## src/rtl/io_bus_ctrl.sv

```systemverilog
// ---------------------------------------------------------------------------
// io_bus_ctrl
//
// Bridges the 32-bit MicroBlaze MCS IO bus to NUM_SLAVES local peripherals.
// Each CPU request is latched. The controller then drives a one-cycle local
// request strobe, with the chip select held for the whole transaction. It
// waits for the selected slave's ready and answers the CPU with a one-cycle
// mcs_ready. Accesses to unmapped addresses, and slaves that never answer,
// complete with ERR_DATA. Both cases are recorded in sticky error status.
//
// Ports
//   clk, reset        clock and synchronous active-high reset
//   mcs_addr          CPU address; [31:28] selects the slave
//   mcs_wr_enable     one-cycle CPU write strobe
//   mcs_rd_enable     one-cycle CPU read strobe
//   mcs_wr_data       CPU write data
//   mcs_byte_enable   CPU byte enables, forwarded on be_o
//   mcs_ready         one-cycle completion pulse
//   mcs_rd_data       read data; the slave word is replicated to 32 bits
//   addr, rnw, req,   local bus: latched address, read-not-write,
//   wr_data, be_o,    one-cycle request strobe, write data, byte enables,
//   cs                one-hot chip select
//   rd_data, rdy      per-slave read data and ready
//   err_clr           clears the sticky flags and the error count
//   err_unmapped      sticky flag: an unmapped address was accessed
//   err_timeout       sticky flag: a mapped slave never became ready
//   err_cnt           saturating count of error completions
//   err_addr          CPU address of the most recent error completion
// ---------------------------------------------------------------------------
module io_bus_ctrl #(
    parameter int          NUM_SLAVES  = 4,
    parameter logic [3:0]  BASE_NIBBLE = 4'hc,
    parameter int          ADDR_W      = 8,
    parameter int          DATA_W      = 8,
    parameter int          TIMEOUT     = 1023,
    parameter logic [31:0] ERR_DATA    = 32'h0000_0000
) (
    input  logic                         clk,
    input  logic                         reset,
    input  logic [31:0]                  mcs_addr,
    input  logic                         mcs_wr_enable,
    input  logic                         mcs_rd_enable,
    input  logic [31:0]                  mcs_wr_data,
    input  logic [3:0]                   mcs_byte_enable,
    output logic                         mcs_ready,
    output logic [31:0]                  mcs_rd_data,
    output logic [ADDR_W-1:0]            addr,
    output logic                         rnw,
    output logic                         req,
    output logic [DATA_W-1:0]            wr_data,
    output logic [3:0]                   be_o,
    output logic [NUM_SLAVES-1:0]        cs,
    input  logic [NUM_SLAVES*DATA_W-1:0] rd_data,
    input  logic [NUM_SLAVES-1:0]        rdy,
    input  logic                         err_clr,
    output logic                         err_unmapped,
    output logic                         err_timeout,
    output logic [7:0]                   err_cnt,
    output logic [31:0]                  err_addr
);

    localparam int              CNT_W    = $clog2(TIMEOUT + 1);
    localparam logic [CNT_W-1:0] CNT_LAST = CNT_W'(TIMEOUT - 1);
    localparam int              REP      = 32 / DATA_W;

    typedef enum logic {
        S_IDLE,
        S_WAIT
    } state_t;

    state_t                  r_state;
    state_t                  w_next_state;
    logic [CNT_W-1:0]        r_cnt;
    logic [31:0]             r_full_addr;
    logic                    r_ready;
    logic [31:0]             r_rd_data;
    logic [ADDR_W-1:0]       r_addr;
    logic                    r_rnw;
    logic                    r_req;
    logic [DATA_W-1:0]       r_wr_data;
    logic [3:0]              r_be;
    logic [NUM_SLAVES-1:0]   r_cs;
    logic                    r_err_unmapped;
    logic                    r_err_timeout;
    logic [7:0]              r_err_cnt;
    logic [31:0]             r_err_addr;

    logic                    w_accept;
    logic                    w_done_ok;
    logic                    w_err_unm;
    logic                    w_err_to;
    logic                    w_done_err;
    logic                    w_done;
    logic [NUM_SLAVES-1:0]   w_cs_dec;
    logic                    w_sel_rdy;
    logic [DATA_W-1:0]       w_sel_data;
    logic                    w_unused_wr_data;

    // Only the low DATA_W bits of the CPU write data reach the local bus.
    assign w_unused_wr_data = ^mcs_wr_data;

    // Address decode: slave i answers when the top nibble equals
    // BASE_NIBBLE + i. If no slave matches, cs stays zero, and that
    // zero marks the access as unmapped.
    always_comb begin
        w_cs_dec = '0;
        for (int i = 0; i < NUM_SLAVES; i++) begin
            if (32'(mcs_addr[31:28]) == 32'(BASE_NIBBLE) + 32'(i)) begin
                w_cs_dec[i] = 1'b1;
            end
        end
    end

    // Ready and read data are taken from the selected slave only. Because
    // cs is one-hot, an OR of the masked words acts as the mux.
    always_comb begin
        w_sel_data = '0;
        for (int i = 0; i < NUM_SLAVES; i++) begin
            if (r_cs[i]) begin
                w_sel_data = w_sel_data | rd_data[i*DATA_W +: DATA_W];
            end
        end
    end

    assign w_sel_rdy = |(rdy & r_cs);

    // State register.
    always_ff @(posedge clk) begin
        if (reset) begin
            r_state <= S_IDLE;
        end else begin
            r_state <= w_next_state;
        end
    end

    // Next state and completion decisions. An unmapped access completes on
    // the first WAIT edge. Slave ready takes priority over the timeout on
    // the last counted edge.
    always_comb begin
        w_next_state = r_state;
        w_accept     = 1'b0;
        w_done_ok    = 1'b0;
        w_err_unm    = 1'b0;
        w_err_to     = 1'b0;
        case (r_state)
            S_IDLE: begin
                if (mcs_rd_enable || mcs_wr_enable) begin
                    w_accept     = 1'b1;
                    w_next_state = S_WAIT;
                end
            end
            S_WAIT: begin
                if (r_cs == '0) begin
                    w_err_unm    = 1'b1;
                    w_next_state = S_IDLE;
                end else if (w_sel_rdy) begin
                    w_done_ok    = 1'b1;
                    w_next_state = S_IDLE;
                end else if (r_cnt == CNT_LAST) begin
                    w_err_to     = 1'b1;
                    w_next_state = S_IDLE;
                end
            end
            default: w_next_state = S_IDLE;
        endcase
    end

    assign w_done_err = w_err_unm | w_err_to;
    assign w_done     = w_done_ok | w_done_err;

    // Request latching, the local bus, and the CPU response.
    // The counter holds k-1 at WAIT edge k, so matching TIMEOUT-1 forces
    // completion on edge TIMEOUT. When both strobes are set, the access
    // is treated as a write.
    always_ff @(posedge clk) begin
        if (reset) begin
            r_cnt       <= '0;
            r_full_addr <= '0;
            r_ready     <= 1'b0;
            r_rd_data   <= '0;
            r_addr      <= '0;
            r_rnw       <= 1'b1;
            r_req       <= 1'b0;
            r_wr_data   <= '0;
            r_be        <= '0;
            r_cs        <= '0;
        end else begin
            r_ready <= w_done;
            r_req   <= w_accept;
            if (w_accept) begin
                r_full_addr <= mcs_addr;
                r_addr      <= mcs_addr[ADDR_W-1:0];
                r_wr_data   <= mcs_wr_data[DATA_W-1:0];
                r_be        <= mcs_byte_enable;
                r_rnw       <= ~mcs_wr_enable;
                r_cs        <= w_cs_dec;
                r_cnt       <= '0;
            end else if (r_state == S_WAIT) begin
                if (w_done) begin
                    r_cs <= '0;
                end else begin
                    r_cnt <= r_cnt + 1'b1;
                end
            end
            if (w_done_ok && r_rnw) begin
                r_rd_data <= {REP{w_sel_data}};
            end
            if (w_done_err && r_rnw) begin
                r_rd_data <= ERR_DATA;
            end
        end
    end

    // Sticky error status. If an error completes on the same edge as
    // err_clr, the clear is applied first and the new error then lands on
    // top of it. The result is its flag set and a count of one.
    always_ff @(posedge clk) begin
        if (reset) begin
            r_err_unmapped <= 1'b0;
            r_err_timeout  <= 1'b0;
            r_err_cnt      <= '0;
            r_err_addr     <= '0;
        end else begin
            if (err_clr) begin
                r_err_unmapped <= 1'b0;
                r_err_timeout  <= 1'b0;
                r_err_cnt      <= '0;
            end
            if (w_done_err) begin
                if (w_err_unm) begin
                    r_err_unmapped <= 1'b1;
                end
                if (w_err_to) begin
                    r_err_timeout <= 1'b1;
                end
                if (err_clr) begin
                    r_err_cnt <= 8'd1;
                end else if (r_err_cnt != 8'hff) begin
                    r_err_cnt <= r_err_cnt + 8'd1;
                end
                r_err_addr <= r_full_addr;
            end
        end
    end

    assign mcs_ready    = r_ready;
    assign mcs_rd_data  = r_rd_data;
    assign addr         = r_addr;
    assign rnw          = r_rnw;
    assign req          = r_req;
    assign wr_data      = r_wr_data;
    assign be_o         = r_be;
    assign cs           = r_cs;
    assign err_unmapped = r_err_unmapped;
    assign err_timeout  = r_err_timeout;
    assign err_cnt      = r_err_cnt;
    assign err_addr     = r_err_addr;

endmodule

```

## config.mk

```make
export PLATFORM = sky130hd
export DESIGN_NAME = io_bus_ctrl
export DESIGN_NICKNAME = d
export VERILOG_FILES = /design/src/rtl/io_bus_ctrl.sv
export SDC_FILE = /design/constraint.sdc
export NUM_CORES = 1
export LEC_CHECK = 0
export CORE_MARGIN = 1
export CORE_UTILIZATION = 45
export DETAILED_ROUTE_END_ITERATION = 8
export PLACE_DENSITY = 0.85
export SKIP_LAST_GASP = 1
export SYNTH_ARGS = -nofsm -noshare
export SYNTH_HDL_FRONTEND = slang
export SYNTH_SLANG_ARGS = --single-unit
```

## constraint.sdc

```tcl
create_clock -name clk -period 3.2 [get_ports clk]
set_input_delay 0.64 -clock clk [delete_from_list [all_inputs] [get_ports clk]]
set_output_delay 0.64 -clock clk [all_outputs]
set_load 0.03 [all_outputs]
```

==> results by group <==
Synthesis
  – Synth Area in XOR/XNOR: 1.86%
  – Most common cell in the netlist: nand2_1
  – Synthesized area: roughly 4700 sq um
  – Mapped Nets: roughly 700
  – Compound-Gate Fraction of Synth Area: 18.3%
  – Largest family of logic cells by synthesized area: simple AND/OR/NAND/NOR gates
  – Register area share after synthesis: between 40% and 50%
  – Post-synthesis register bit count: ~110
  – Post-synth EDFFs: 0
  – Synth warn: 0
  – Synth Area in Adders: less than 1%
  – Ys async rst share: 0%
  – Main synth FF type: dfxtp_1
  – Syn Inst Count: about 570
  – Leading post-synthesis cells by cell area: dfxtp_1 (48%), nand2_1 (13%), a21oi_1 (9.7%)
  – Mux contribution to synthesized area: 0.212%
  – Syn_area_per_cell: about 8.3 sq um
  – Simple-gate area share of the yosys netlist: 22.0%
  – Cell variety after synth: 50
  – Yosys top cell by area: dfxtp_1
  – Commonest cells in the netlist: nand2_1 (166), dfxtp_1 (112), a21oi_1 (91)
  – Top cell type's share of synthesized area: a little under half

Cells and area
  – Layout cells sized above 1: about 5.5%
  – Cell area after layout: about 6600 sq um
  – Layout area overhead: 39.5%
  – # nets final: a little over 800
  – Antenna Cells: 0
  – Fin cells: about 840

Global routing
  – Number of global-route vias before repair: about 4.3k
  – GR Util All Layers: between 20% and 30%
  – Initial antenna violation count: 0
  – GRT overflow: 0
  – First-pass GRT wire length: 21000 um
  – Pin count of the biggest net entering global routing: 63

Worst setup path
  – CP delay by family, top: buffers and inverters
  – CP max stage delay: 0.78 ns
  – Critical-path cell with the highest stage delay: clkdlybuf4s50_1
  – Crit start category: register
  – Worst Setup SP: cs[3]
  – CP endpoint kind: primary output
  – Cell count along the critical path: 1
  – CP Max Fanout: 13
  – Required @ worst endpoint: ~2.6 ns
  – Critical Path Sink: cs[3]
  – Critical Path AT: ~1.9 ns
  – Worst Path Buf+Inv: 1
  – Crit-path cells: clkdlybuf4s50_1
  – FF-to-FF Start: cs[2]
  – Reg2Reg Depth: 6
  – Critical path class: reg2out
  – R2r endpoint: err_addr[15]
  – Worst R2R Setup Slack: about 0.92 ns

Power
  – Clock share of power: around 29%
  – Switching power: 0.814 mW
  – Reg power frac: ~54%
  – Pleak: 2.28 nW
  – Sw frac: roughly 30%
  – Internal: 1.97 mW
  – Power per Cell Area: between 400 and 500 nW/um^2
  – Worst vdd ir: between 0.2 and 0.25 mV
  – Comb pwr share: between 15 and 20%

Die
  – Starting density of the core: a little under half
  – I/O pin total: 210
  – Die width: between 100 and 150 um
  – Core Box Area: roughly 10000 sq um
  – Die footprint: approximately 11000 sq um
  – FP Rows: 36
  – Die height: about 100 um

Timing
  – Slew margin rel.: 52.4%
  – Final slew viol count: 0
  – Fmax: roughly 400 MHz
  – Worst Clk Skew: roughly 0.018 ns
  – Worst setup margin: 0.677 ns
  – Fin crit share: 78.9%
  – Unrepaired setup endpoints after global routing: false
  – Setup TNS Final: 0 ns
  – Finish-stage setup viols: 0
  – Min Tclk post-route: between 2 and 3 ns
  – Final hold violations: 0
  – Worst Tran Pin Value: about 0.71 ns

Place
  – Buffers on Ports: 185
  – GP Congestion: roughly 0.85
  – Final HPWL DP: between 9000 and 10000 um
  – DP Area: 6390 sq um
  – Post-Place Cells: 828
  – DP Worst Slack: 0.567 ns

Drt
  – Drt total wl: approximately 13000 um
  – Routed vias: between 4k and 5k
  – Drt via density: about 5.2
  – First drt pass iteration count: 4
  – DRT iter0 DRCs: roughly 270
  – Post-DRT Antenna Nets: 0
  – Detailed-route wire length per cell: between 15 and 20 um
  – DRC viols: 0

CTS
  – Clock buffer depth: 2
  – H-tree Lvls: 3
  – CTS hold repair buffers: 0
  – Root Buffer: clkbuf_8
  – # resized after CTS: 0
  – Post-CTS Setup Inserts: 0
  – CTS Buf Count: 9
  – Worst skew pair latency: between 0.3 and 0.4 ns
  – Clock transition at path regs: between 0.1 and 0.15 ns
  – CTS tree: built
  – Sink Count: between 100 and 150

Worst hold path
  – Worst Hold Class: reg2reg

Run status
  – Status: completed

Job
  – Max_cap viols: 0
## flip-flops by register name, indices dropped and copies added, names as in the netlist, 4 cells and up
signal       flops
be_o             4
cs               4
err_addr        32
err_cnt          8
mcs_rd_data      8
r_cnt           10
r_full_addr     32
wr_data          8
## power by group through the flow
stage / sequential, mW / clock, mW / combinational, mW
after floorplan: 1.58 / 0 / 0.196
final: 1.49 / 0.812 / 0.481
after global routing: 1.50 / 0.883 / 0.517
after global placement: 1.52 / 0 / 0.473
after CTS: 1.49 / 0.824 / 0.485
after detailed placement: 1.53 / 0 / 0.483
## worst min path at each step
| stage | from | end | slack (ns) | cells after the start |
|---|---|---|---|---|
| 6_report | r_full_addr[30] | err_addr[30] | 0.46 | 2 |
| 3_5_place_dp | r_full_addr[22] | r_full_addr[22] | 0.45 | 2 |
| 2_1_floorplan | r_full_addr[31] | err_addr[31] | 0.43 | 2 |
| 5_1_grt | err_addr[16] | err_addr[16] | 0.48 | 2 |
| 3_3_place_gp | r_full_addr[13] | err_addr[13] | 0.44 | 2 |
| 4_1_cts | r_full_addr[30] | err_addr[30] | 0.46 | 2 |
## placed cells by master, fill, tap and decap left out, types with 6 or more instances in the layout
cell and n:
a21o_1 9, a21oi_1 91, a22oi_1 16, clkbuf_8 9
clkdlybuf4s50_1 184, dfxtp_1 112, nand2_1 166, nand3_1 6
nor2_1 28, nor3_1 6, xnor2_1 10
## area by class of cell
cell class,count,area [sq um]
fillers,823,3380
flip-flops and latches,112,2240
multi-input cells,387,2050
repair buffers,191,1920
well taps,133,166
clock buffers,9,124
clock inverters,7,61.3
inverters,5,18.8
## stage by stage
stage / hold slack (ns) / power, mW / util (%)
2_1_floorplan: 0.432 / 1.77 / -
3_5_place_dp: 0.447 / 2.01 / 64.2
4_1_cts: 0.459 / 2.80 / 66.1
3_3_place_gp: 0.437 / 2.00 / 64.2
6_report: 0.459 / 2.79 / 66.1
5_1_grt: 0.477 / 2.90 / 66.1
## routing by layer
metal	track usage (%)	up-vias	share of wire, %
li1	-	2153	-
met1	26.2	2056	40
met2	42.7	179	50
met3	7.08	16	8.4
met4	9.59	0	1.8
met5	0	-	0
## kinds of logic (layout without fill, tap and decap cells)
family	after synthesis	count (layout)
multiplexers	1	1
AND/OR/NAND/NOR	235	235
buffers and inverters	72	212
flip-flops	112	112
XOR/XNOR	10	10
adder cells (fa/ha/maj)	3	3
AO/OA/AOI/OAI	138	138
Note: power is estimated with default switching activity, not from simulation.
